[src/rtl/seq_pkg.sv]
// Shared definitions for the program sequencer: state encoding, the default
// program-counter width and the program-index wrap helper.
package seq_pkg;

    localparam int unsigned SEQ_PC_W = 10;

    typedef enum logic [2:0] {
        IDLE,
        ARMED,
        LOAD,
        RUN,
        DONE
    } seq_state_t;

    // Advance to the next program slot, wrapping after the last one in use.
    function automatic logic [1:0] next_prog_idx(input logic [1:0]  idx,
                                                 input int unsigned num_progs);
        if (32'(idx) == num_progs - 1)
            return 2'd0;
        else
            return idx + 2'd1;
    endfunction

endpackage

[src/rtl/seq_cycle_counter.sv]
// Run-length counter for the program sequencer.
// Ports:
//   clk        clock, counts on posedge
//   rst_n      asynchronous active-low reset, clears the count
//   clear      synchronous clear (takes priority over enable)
//   enable     increment by one this cycle
//   count      current count
//   limit_hit  count is one below LIMIT, so the next increment reaches LIMIT
module seq_cycle_counter #(
    parameter int unsigned          CNT_W = 16,
    parameter logic [CNT_W-1:0]     LIMIT = '1
) (
    input  logic             clk,
    input  logic             rst_n,
    input  logic             clear,
    input  logic             enable,
    output logic [CNT_W-1:0] count,
    output logic             limit_hit
);

    localparam logic [CNT_W-1:0] LIMIT_M1 = LIMIT - CNT_W'(1);

    logic [CNT_W-1:0] count_q;
    logic [CNT_W-1:0] count_d;

    always_comb begin
        count_d = count_q;
        if (clear)
            count_d = '0;
        else if (enable)
            count_d = count_q + CNT_W'(1);
    end

    always_ff @(posedge clk or negedge rst_n) begin
        if (!rst_n)
            count_q <= '0;
        else
            count_q <= count_d;
    end

    assign count     = count_q;
    assign limit_hit = (count_q == LIMIT_M1);

endmodule

[src/rtl/program_sequencer.sv]
// Run controller for the fetch unit. Each Start (launched on its falling
// edge) loads the next program's base address into the PC, enables fetch
// until Halt or the watchdog, then reports Done with the run's cycle count.
// Ports:
//   Clk         clock
//   Reset       asynchronous active-low reset
//   Start       launch request (level; launch on falling edge; aborts a run)
//   Halt        decoded halt instruction, only observed in RUN
//   PcLoad      one-cycle pulse telling the PC to take PcLoadAddr
//   PcLoadAddr  base address of program ProgIdx
//   FetchEn     PC may advance while high
//   Busy        high in ARMED, LOAD, RUN
//   Done        high while in DONE
//   Timeout     with Done: the run was stopped by the watchdog
//   ProgIdx     program to run next / currently running
//   CycleCount  RUN cycles of the current or last run
module program_sequencer
    import seq_pkg::*;
#(
    parameter int unsigned      PC_W      = SEQ_PC_W,
    parameter int unsigned      NUM_PROGS = 3,
    parameter logic [PC_W-1:0]  BASE0     = PC_W'(0),
    parameter logic [PC_W-1:0]  BASE1     = PC_W'(256),
    parameter logic [PC_W-1:0]  BASE2     = PC_W'(512),
    parameter logic [PC_W-1:0]  BASE3     = PC_W'(768),
    parameter int unsigned      CNT_W     = 16,
    parameter logic [CNT_W-1:0] MAX_CYC   = CNT_W'(16'hFFF0)
) (
    input  logic             Clk,
    input  logic             Reset,
    input  logic             Start,
    input  logic             Halt,
    output logic             PcLoad,
    output logic [PC_W-1:0]  PcLoadAddr,
    output logic             FetchEn,
    output logic             Busy,
    output logic             Done,
    output logic             Timeout,
    output logic [1:0]       ProgIdx,
    output logic [CNT_W-1:0] CycleCount
);

    seq_state_t state_q;
    seq_state_t state_d;
    logic [1:0] prog_idx_q;
    logic [1:0] prog_idx_d;
    logic       timeout_q;
    logic       timeout_d;
    logic       limit_hit;

    seq_cycle_counter #(
        .CNT_W (CNT_W),
        .LIMIT (MAX_CYC)
    ) u_cycle_counter (
        .clk       (Clk),
        .rst_n     (Reset),
        .clear     (state_q == LOAD),
        .enable    (state_q == RUN),
        .count     (CycleCount),
        .limit_hit (limit_hit)
    );

    // State and run-bookkeeping registers.
    always_ff @(posedge Clk or negedge Reset) begin
        if (!Reset) begin
            state_q    <= IDLE;
            prog_idx_q <= 2'd0;
            timeout_q  <= 1'b0;
        end else begin
            state_q    <= state_d;
            prog_idx_q <= prog_idx_d;
            timeout_q  <= timeout_d;
        end
    end

    // Next state. In RUN, Halt outranks the watchdog, which outranks abort.
    always_comb begin
        state_d = state_q;
        case (state_q)
            IDLE:    if (Start) state_d = ARMED;
            ARMED:   if (!Start) state_d = LOAD;
            LOAD:    state_d = RUN;
            RUN: begin
                if (Halt)
                    state_d = DONE;
                else if (limit_hit)
                    state_d = DONE;
                else if (Start)
                    state_d = ARMED;
            end
            DONE:    if (Start) state_d = ARMED;
            default: state_d = IDLE;
        endcase
    end

    // Program index advances and the timeout flag is latched only on the
    // RUN -> DONE transition, so an aborted run reruns the same program.
    always_comb begin
        prog_idx_d = prog_idx_q;
        timeout_d  = timeout_q;
        if (state_q == LOAD)
            timeout_d = 1'b0;
        if (state_q == RUN && state_d == DONE) begin
            prog_idx_d = next_prog_idx(prog_idx_q, NUM_PROGS);
            timeout_d  = !Halt;
        end
    end

    // Moore outputs decoded from the state register.
    always_comb begin
        PcLoad  = (state_q == LOAD);
        FetchEn = (state_q == RUN);
        Busy    = (state_q == ARMED) || (state_q == LOAD) || (state_q == RUN);
        Done    = (state_q == DONE);
        Timeout = timeout_q && (state_q == DONE);
        ProgIdx = prog_idx_q;
    end

    // Base address mux, combinational from the program index.
    always_comb begin
        case (prog_idx_q)
            2'd0:    PcLoadAddr = BASE0;
            2'd1:    PcLoadAddr = BASE1;
            2'd2:    PcLoadAddr = BASE2;
            2'd3:    PcLoadAddr = BASE3;
            default: PcLoadAddr = BASE0;
        endcase
    end

endmodule
[config.mk]
export PLATFORM = sky130hd
export DESIGN_NAME = program_sequencer
export DESIGN_NICKNAME = d
export VERILOG_FILES = /design/src/rtl/seq_pkg.sv /design/src/rtl/seq_cycle_counter.sv /design/src/rtl/program_sequencer.sv
export SDC_FILE = /design/constraint.sdc
export NUM_CORES = 1
export LEC_CHECK = 0
export BUFFER_PORTS_ARGS = -buffer_cell sky130_fd_sc_hd__clkbuf_2
export CORE_AREA = 3 3 54 56
export DETAILED_ROUTE_END_ITERATION = 10
export DIE_AREA = 0 0 57 59
export GPL_ROUTABILITY_DRIVEN = 0
export PLACE_DENSITY = 0.75
export SLEW_MARGIN = 10
export SYNTH_ARGS = -nofsm -noshare
export SYNTH_HDL_FRONTEND = slang
export SYNTH_SLANG_ARGS = --single-unit
[constraint.sdc]
create_clock -name Clk -period 2.25 [get_ports Clk]
set_input_delay 0.45 -clock Clk [delete_from_list [all_inputs] [get_ports Clk]]
set_output_delay 0.45 -clock Clk [all_outputs]
set_load 0.02 [all_outputs]
; Word-level counts from Yosys, hierarchy flattened
; Index checks and enable logic that the tools add are counted.
[classes]
add_sub_neg = 2
n_eq_ne = 9
mux = 11
reduce_logical = 10
[op_table]
columns = op, n
row1 = case mux 10 bit (4 select lines), 1
row2 = 2-to-1 mux 16 bit, 2
row3 = adder 16 x 1 -> 16 bit (second input constant), 1
row4 = == test 16 bit (second input constant), 1
row5 = 2-to-1 mux 3 bit, 4
row6 = case mux 3 bit (4 select lines), 1
row7 = == test 3 x 2 -> 1 bit (second input constant), 2
row8 = == test 3 bit (second input constant), 2
row9 = == test 2 bit (second input constant), 2
row10 = nonzero test 2 bit, 2
row11 = == test 3 x 1 -> 1 bit (second input constant), 1
row12 = logical NOT 3 bit, 1
row13 = adder 2 x 1 -> 2 bit (second input constant), 1
row14 = == test 2 x 1 -> 1 bit (second input constant), 1
row15 = logical AND 1 bit, 2
row16 = logical NOT 2 bit, 1
row17 = logical OR 1 bit, 2
row18 = 2-to-1 mux 1 bit, 2
row19 = 2-to-1 mux 2 bit, 1
row20 = OR reduction 2 bit, 1
row21 = logical NOT 1 bit, 1
[word_totals]
ff_bits = 22
input_bits = 4
output_inout_bits = 33
elab_cells = 36

; Longest topological paths before layout
[depth]
word_depth = 7
ltp_mapped = 6

; By module
; From an unflattened synthesis, not the netlist that was laid out.
[unflattened]
cells_unflattened = 126
hier_area_um2 = 1217.4
[by_module_without_submodules]
columns = module, instances, cells_per_inst, area_each_um2, seq_area_each_um2
row1 = seq_cycle_counter, 1, 87, 840.8, 400.4
row2 = program_sequencer, 1, 39, 376.6, 150.1

; Worst setup path after synthesis
; Ideal clock, no wire load.
[synth_path]
kind = register to register
startpoint = register u_cycle_counter.count_q[0] (netlist: u_cycle_counter.count[0])
endpoint = register prog_idx_q[0] (netlist: ProgIdx[0])
arrival_ps = 1634
setup_slack_ps = 482
path_stages_with_launch = 6
path_buffers = 0
path_cell_list = dfrtp_1 > ha_1 > inv_1 > or4_1 > nor3_1 > o22ai_1
[synth_between]
elab_chain_len = 6
[synth_rtl]
columns = item, line_no
row1 = "start, declared", seq_cycle_counter.sv:23  ; logic [CNT_W-1:0] count_q;
row2 = "start signal, assigned", seq_cycle_counter.sv:38  ; count_q <= count_d;
row3 = == test 16 bit, seq_cycle_counter.sv:42  ; assign limit_hit = (count_q == LIMIT_M1);
row4 = 2-to-1 mux 3 bit, program_sequencer.sv:86  ; else if (limit_hit)
row5 = 2-to-1 mux 3 bit, program_sequencer.sv:84  ; if (Halt)
row6 = case mux 3 bit (4 select lines), program_sequencer.sv:79  ; case (state_q)
row7 = == test 3 bit, program_sequencer.sv:103  ; if (state_q == RUN && state_d == DONE) begin
row8 = logical AND 1 bit, program_sequencer.sv:103
row9 = "end signal, assigned", program_sequencer.sv:71  ; prog_idx_q <= prog_idx_d;
row10 = "end, declared", program_sequencer.sv:45  ; logic [1:0] prog_idx_q;
; Every way passes these cells.
; A chain may end at the register's enable or synchronous reset.

; Final worst setup path
[layout_path]
startpoint = register state_q[2]
endpoint = output port FetchEn
[layout_between]
elab_chain_len = 1
[layout_rtl]
columns = item, line_no
row1 = "start, declared", program_sequencer.sv:43  ; seq_state_t state_q;
row2 = "start signal, assigned", program_sequencer.sv:70  ; state_q <= state_d;
row3 = == test 3 x 2 -> 1 bit, program_sequencer.sv:112  ; FetchEn = (state_q == RUN);
row4 = "end, declared", program_sequencer.sv:35  ; output logic FetchEn,
; Every way passes these cells.

==> results.cfg <==
[pwr]
p_sw_share_pct = 44.5
internal_power_mw = 0.728
vdd.ir_drop.worst_uv = 600
fraction_of_power_consumed_by_sequential_logic_pct = 44.1
comb_power_share_pct = 39.0
p_sw_mw = 0.584
power_leakage_nw = 0.652
pwr-share-clk_pct = 16.9
power_per_cell_area_nw_per_um2 = 944

[detailed_routing]
route.vias.total = 1150
drtAntennaViolNets = 0
wl_per_cell_um = 14.4
total_detailed_routing_wirelength_mm = 2.85
remaining_drc_errors = 0
vias_per_cell = 5.81
drt_first_pass_iters = 4
drtIter0Drc = 58

[final_layout]
multi_input_area_sq_um = 598
filler_cell_count = 227
syn_to_final_growth_pct = 14.2
sequential_cell_area_sq_um = 551
diodes = 0
final_cell_count_no_fill = 198
layout-drive-gt1-share_pct = 20.8
fin_nets = 174

[yosys]
syn_area_sq_um = 1220
fraction_of_synthesized_area_in_multiplexers_pct = 0.823
postSynthRegisterBits = 22
syn-mean-instance-area_sq_um = 8.69
most_instantiated_library_cell_after_synthesis = sky130_fd_sc_hd__dfrtp_1
synth-compound-area-share_pct = 16.3
yosys_warnings = 0
synth_enable_flop_cells = 0
synth.area.top_cells = sky130_fd_sc_hd__dfrtp_1 45%, sky130_fd_sc_hd__o21ai_0 5.3%, sky130_fd_sc_hd__nand2_1 5.2%
post_synthesis_xor_xnor_area_fraction_pct = 1.44
synth_top_family_by_area = simple AND/OR/NAND/NOR gates
ys_top_cells_by_count = 22 x sky130_fd_sc_hd__dfrtp_1, 17 x sky130_fd_sc_hd__nand2_1, 13 x sky130_fd_sc_hd__o21ai_0
yosysSeqAreaShare_pct = 45.3
async_reset_ff_share_pct = 100
synth-adder-area-share_pct = 1.03
synth_largest_type_area_fraction_pct = 45.3
post_synth_inst_count = 140
post_synth_and_or_nand_nor_area_fraction_pct = 27.2
synthFlopType = sky130_fd_sc_hd__dfrtp_1
synth_area_leader_cell = sky130_fd_sc_hd__dfrtp_1
synth_cell_types = 33

[place]
portBuffers = 28
detailedPlacementHpwl_mm = 2.15
placed_cells = 194

[global_routing]
grt_pass1_vias = 1039
maximum_number_of_pins_on_one_net_before_global_route_repair = 23
grt_usage_pct = 17.4
grt_pass1_wl_mm = 4.62
initial_antenna_violation_count = 0
grt_remaining_overflow = 0

[floorplanning]
initial_util_pct = 49.1
core_sq_um = 2480
num_io_pins = 37
row_count = 18
overall_die_area_sq_um = 3360
die-width_um = 57
die_y_um = 59

[setup_path]
timing.critical_path.from_type = flip-flop
critical_path_buf_inv_count = 2
worst_path_dominant_cell_family = flip-flops
critical_path_arrival_ns = 1.63
path_cells = and2b_1 > nand2_1 > inv_1 > clkbuf_2
worstSetupEndpointType = output port
critical_path_required_ns = 1.80
timing_worst_setup_path_type = flip-flop to output port
slowest_stage_cell_on_the_critical_path = sky130_fd_sc_hd__dfrtp_1
worst-path-max-fanout = 7
critical_path.max_stage_delay_ns = 0.45

[worst_hold_path]
holdCritPathClass = input pin to async pin

[sta]
fin_setup_tns_ns = 0
final.setup_skew_ns = 0.00213
timing.final.max_slew_violations = 0
timing.slew.headroom_pct = 61.6
finalCritPeriodShare_pct = 92.5
timing.final.setup_violations = 0
max_clock_freq_mhz = 480
report.final.hold_viol_count = 0
final_period_minus_worst_setup_slack_ns = 2.08
worst_pin_slew_ns = 0.576
rsz0062_at_grt = no

[clocking]
clock_insertion_delay_worst_skew_ns = 0.31
tritoncts = built
cts_buffers = 3
cts_sinks = 22
cts-htree-levels = 1
root_buffer = sky130_fd_sc_hd__clkbuf_4
cts_hold_repair.buffers = 0
cts-root-to-sink-buffers = 2
cts.repair.resized = 0
cts_setup_buffers = 0
clkSlewWorstSetupHoldPaths_ns = 0.12

[status]
run_status = finished clean

[job]
cap_violations = 0
==> state kept, by name, summed over array words and instances (netlist names) <==
signal,count
u_cycle_counter.count,16
state_q,3
ProgIdx,2
timeout_q,1
==> cell families after synthesis <==
group	after synthesis
mux	1
flops	22
buf+inv	17
fa+ha+maj	1
compound gates	36
simple gates	60
xor+xnor	2
other cells	1
==> stage by stage <==
step                hold WS [ns]  total power [mW]  util [%]  setup WS [ns]  cell area (sq um)
finish                     0.107              1.31      56.1          0.168               1390
global route               0.143              1.39      56.1         0.0495               1390
CTS                        0.116              1.31      56.1          0.167               1390
detailed placement         0.466              1.09      54.6          0.490               1350
global placement           0.456              1.08      54.6          0.538               1350
floorplan                  0.154             0.929         -          0.482               1240
==> power by group through the flow <==
stage / clock network [mW] / logic [mW] / registers, mW
final: 0.222 / 0.512 / 0.578
after CTS: 0.227 / 0.512 / 0.574
after floorplan: 0 / 0.338 / 0.591
after global placement: 0 / 0.500 / 0.577
after global routing: 0.242 / 0.558 / 0.593
after detailed placement: 0 / 0.511 / 0.582
==> final cells by class <==
type	instances	area share [%]
clock buffer	4	2.61
inverter	5	1.35
multi-input combinational	108	43.1
sequential	22	39.6
tap	30	2.70
timing repair buffer	29	10.6
==> metal layers <==
metal  up-vias  global-route usage [%]  share of wire (%)
met5         -                       0                  0
met4         0                    6.29                1.3
met3         6                    2.18                6.1
met2        52                    29.7                 48
met1       545                    22.8                 44
li1        547                       -                  -
==> placed cells by master (no fill, tap or decap), types with 2 or more instances in the layout <==
cell and instances:
sky130_fd_sc_hd__and2b_1 2, sky130_fd_sc_hd__or4_1 2, sky130_fd_sc_hd__nand4_1 4, sky130_fd_sc_hd__a21oi_1 12
sky130_fd_sc_hd__nand3_1 8, sky130_fd_sc_hd__inv_1 5, sky130_fd_sc_hd__o22ai_1 5, sky130_fd_sc_hd__o21ai_0 13
sky130_fd_sc_hd__nand3b_1 2, sky130_fd_sc_hd__nand2b_1 2, sky130_fd_sc_hd__and2_1 2, sky130_fd_sc_hd__nand2_1 17
sky130_fd_sc_hd__clkbuf_2 28, sky130_fd_sc_hd__xor2_1 2, sky130_fd_sc_hd__or3_1 7, sky130_fd_sc_hd__and4_1 2
sky130_fd_sc_hd__conb_1 8, sky130_fd_sc_hd__nor2_1 5, sky130_fd_sc_hd__clkbuf_4 3, sky130_fd_sc_hd__a31oi_1 3
sky130_fd_sc_hd__dfrtp_1 22
==> worst paths after layout <==
kind	depth (start not counted)	to	startpoint	slack, ns
setup / recovery	4	FetchEn	state_q[2]	0.17
hold / removal	1	u_cycle_counter.count[11]	Reset	0.11
setup reg to reg	5	state_q[1]	u_cycle_counter.count[0]	0.44
hold reg to reg	2	timeout_q	timeout_q	0.56
max in group asynchronous	1	ProgIdx[0]	Reset	1.77
min in group Clk	2	state_q[2]	Start	0.33
(Power assumes the default switching activity.)
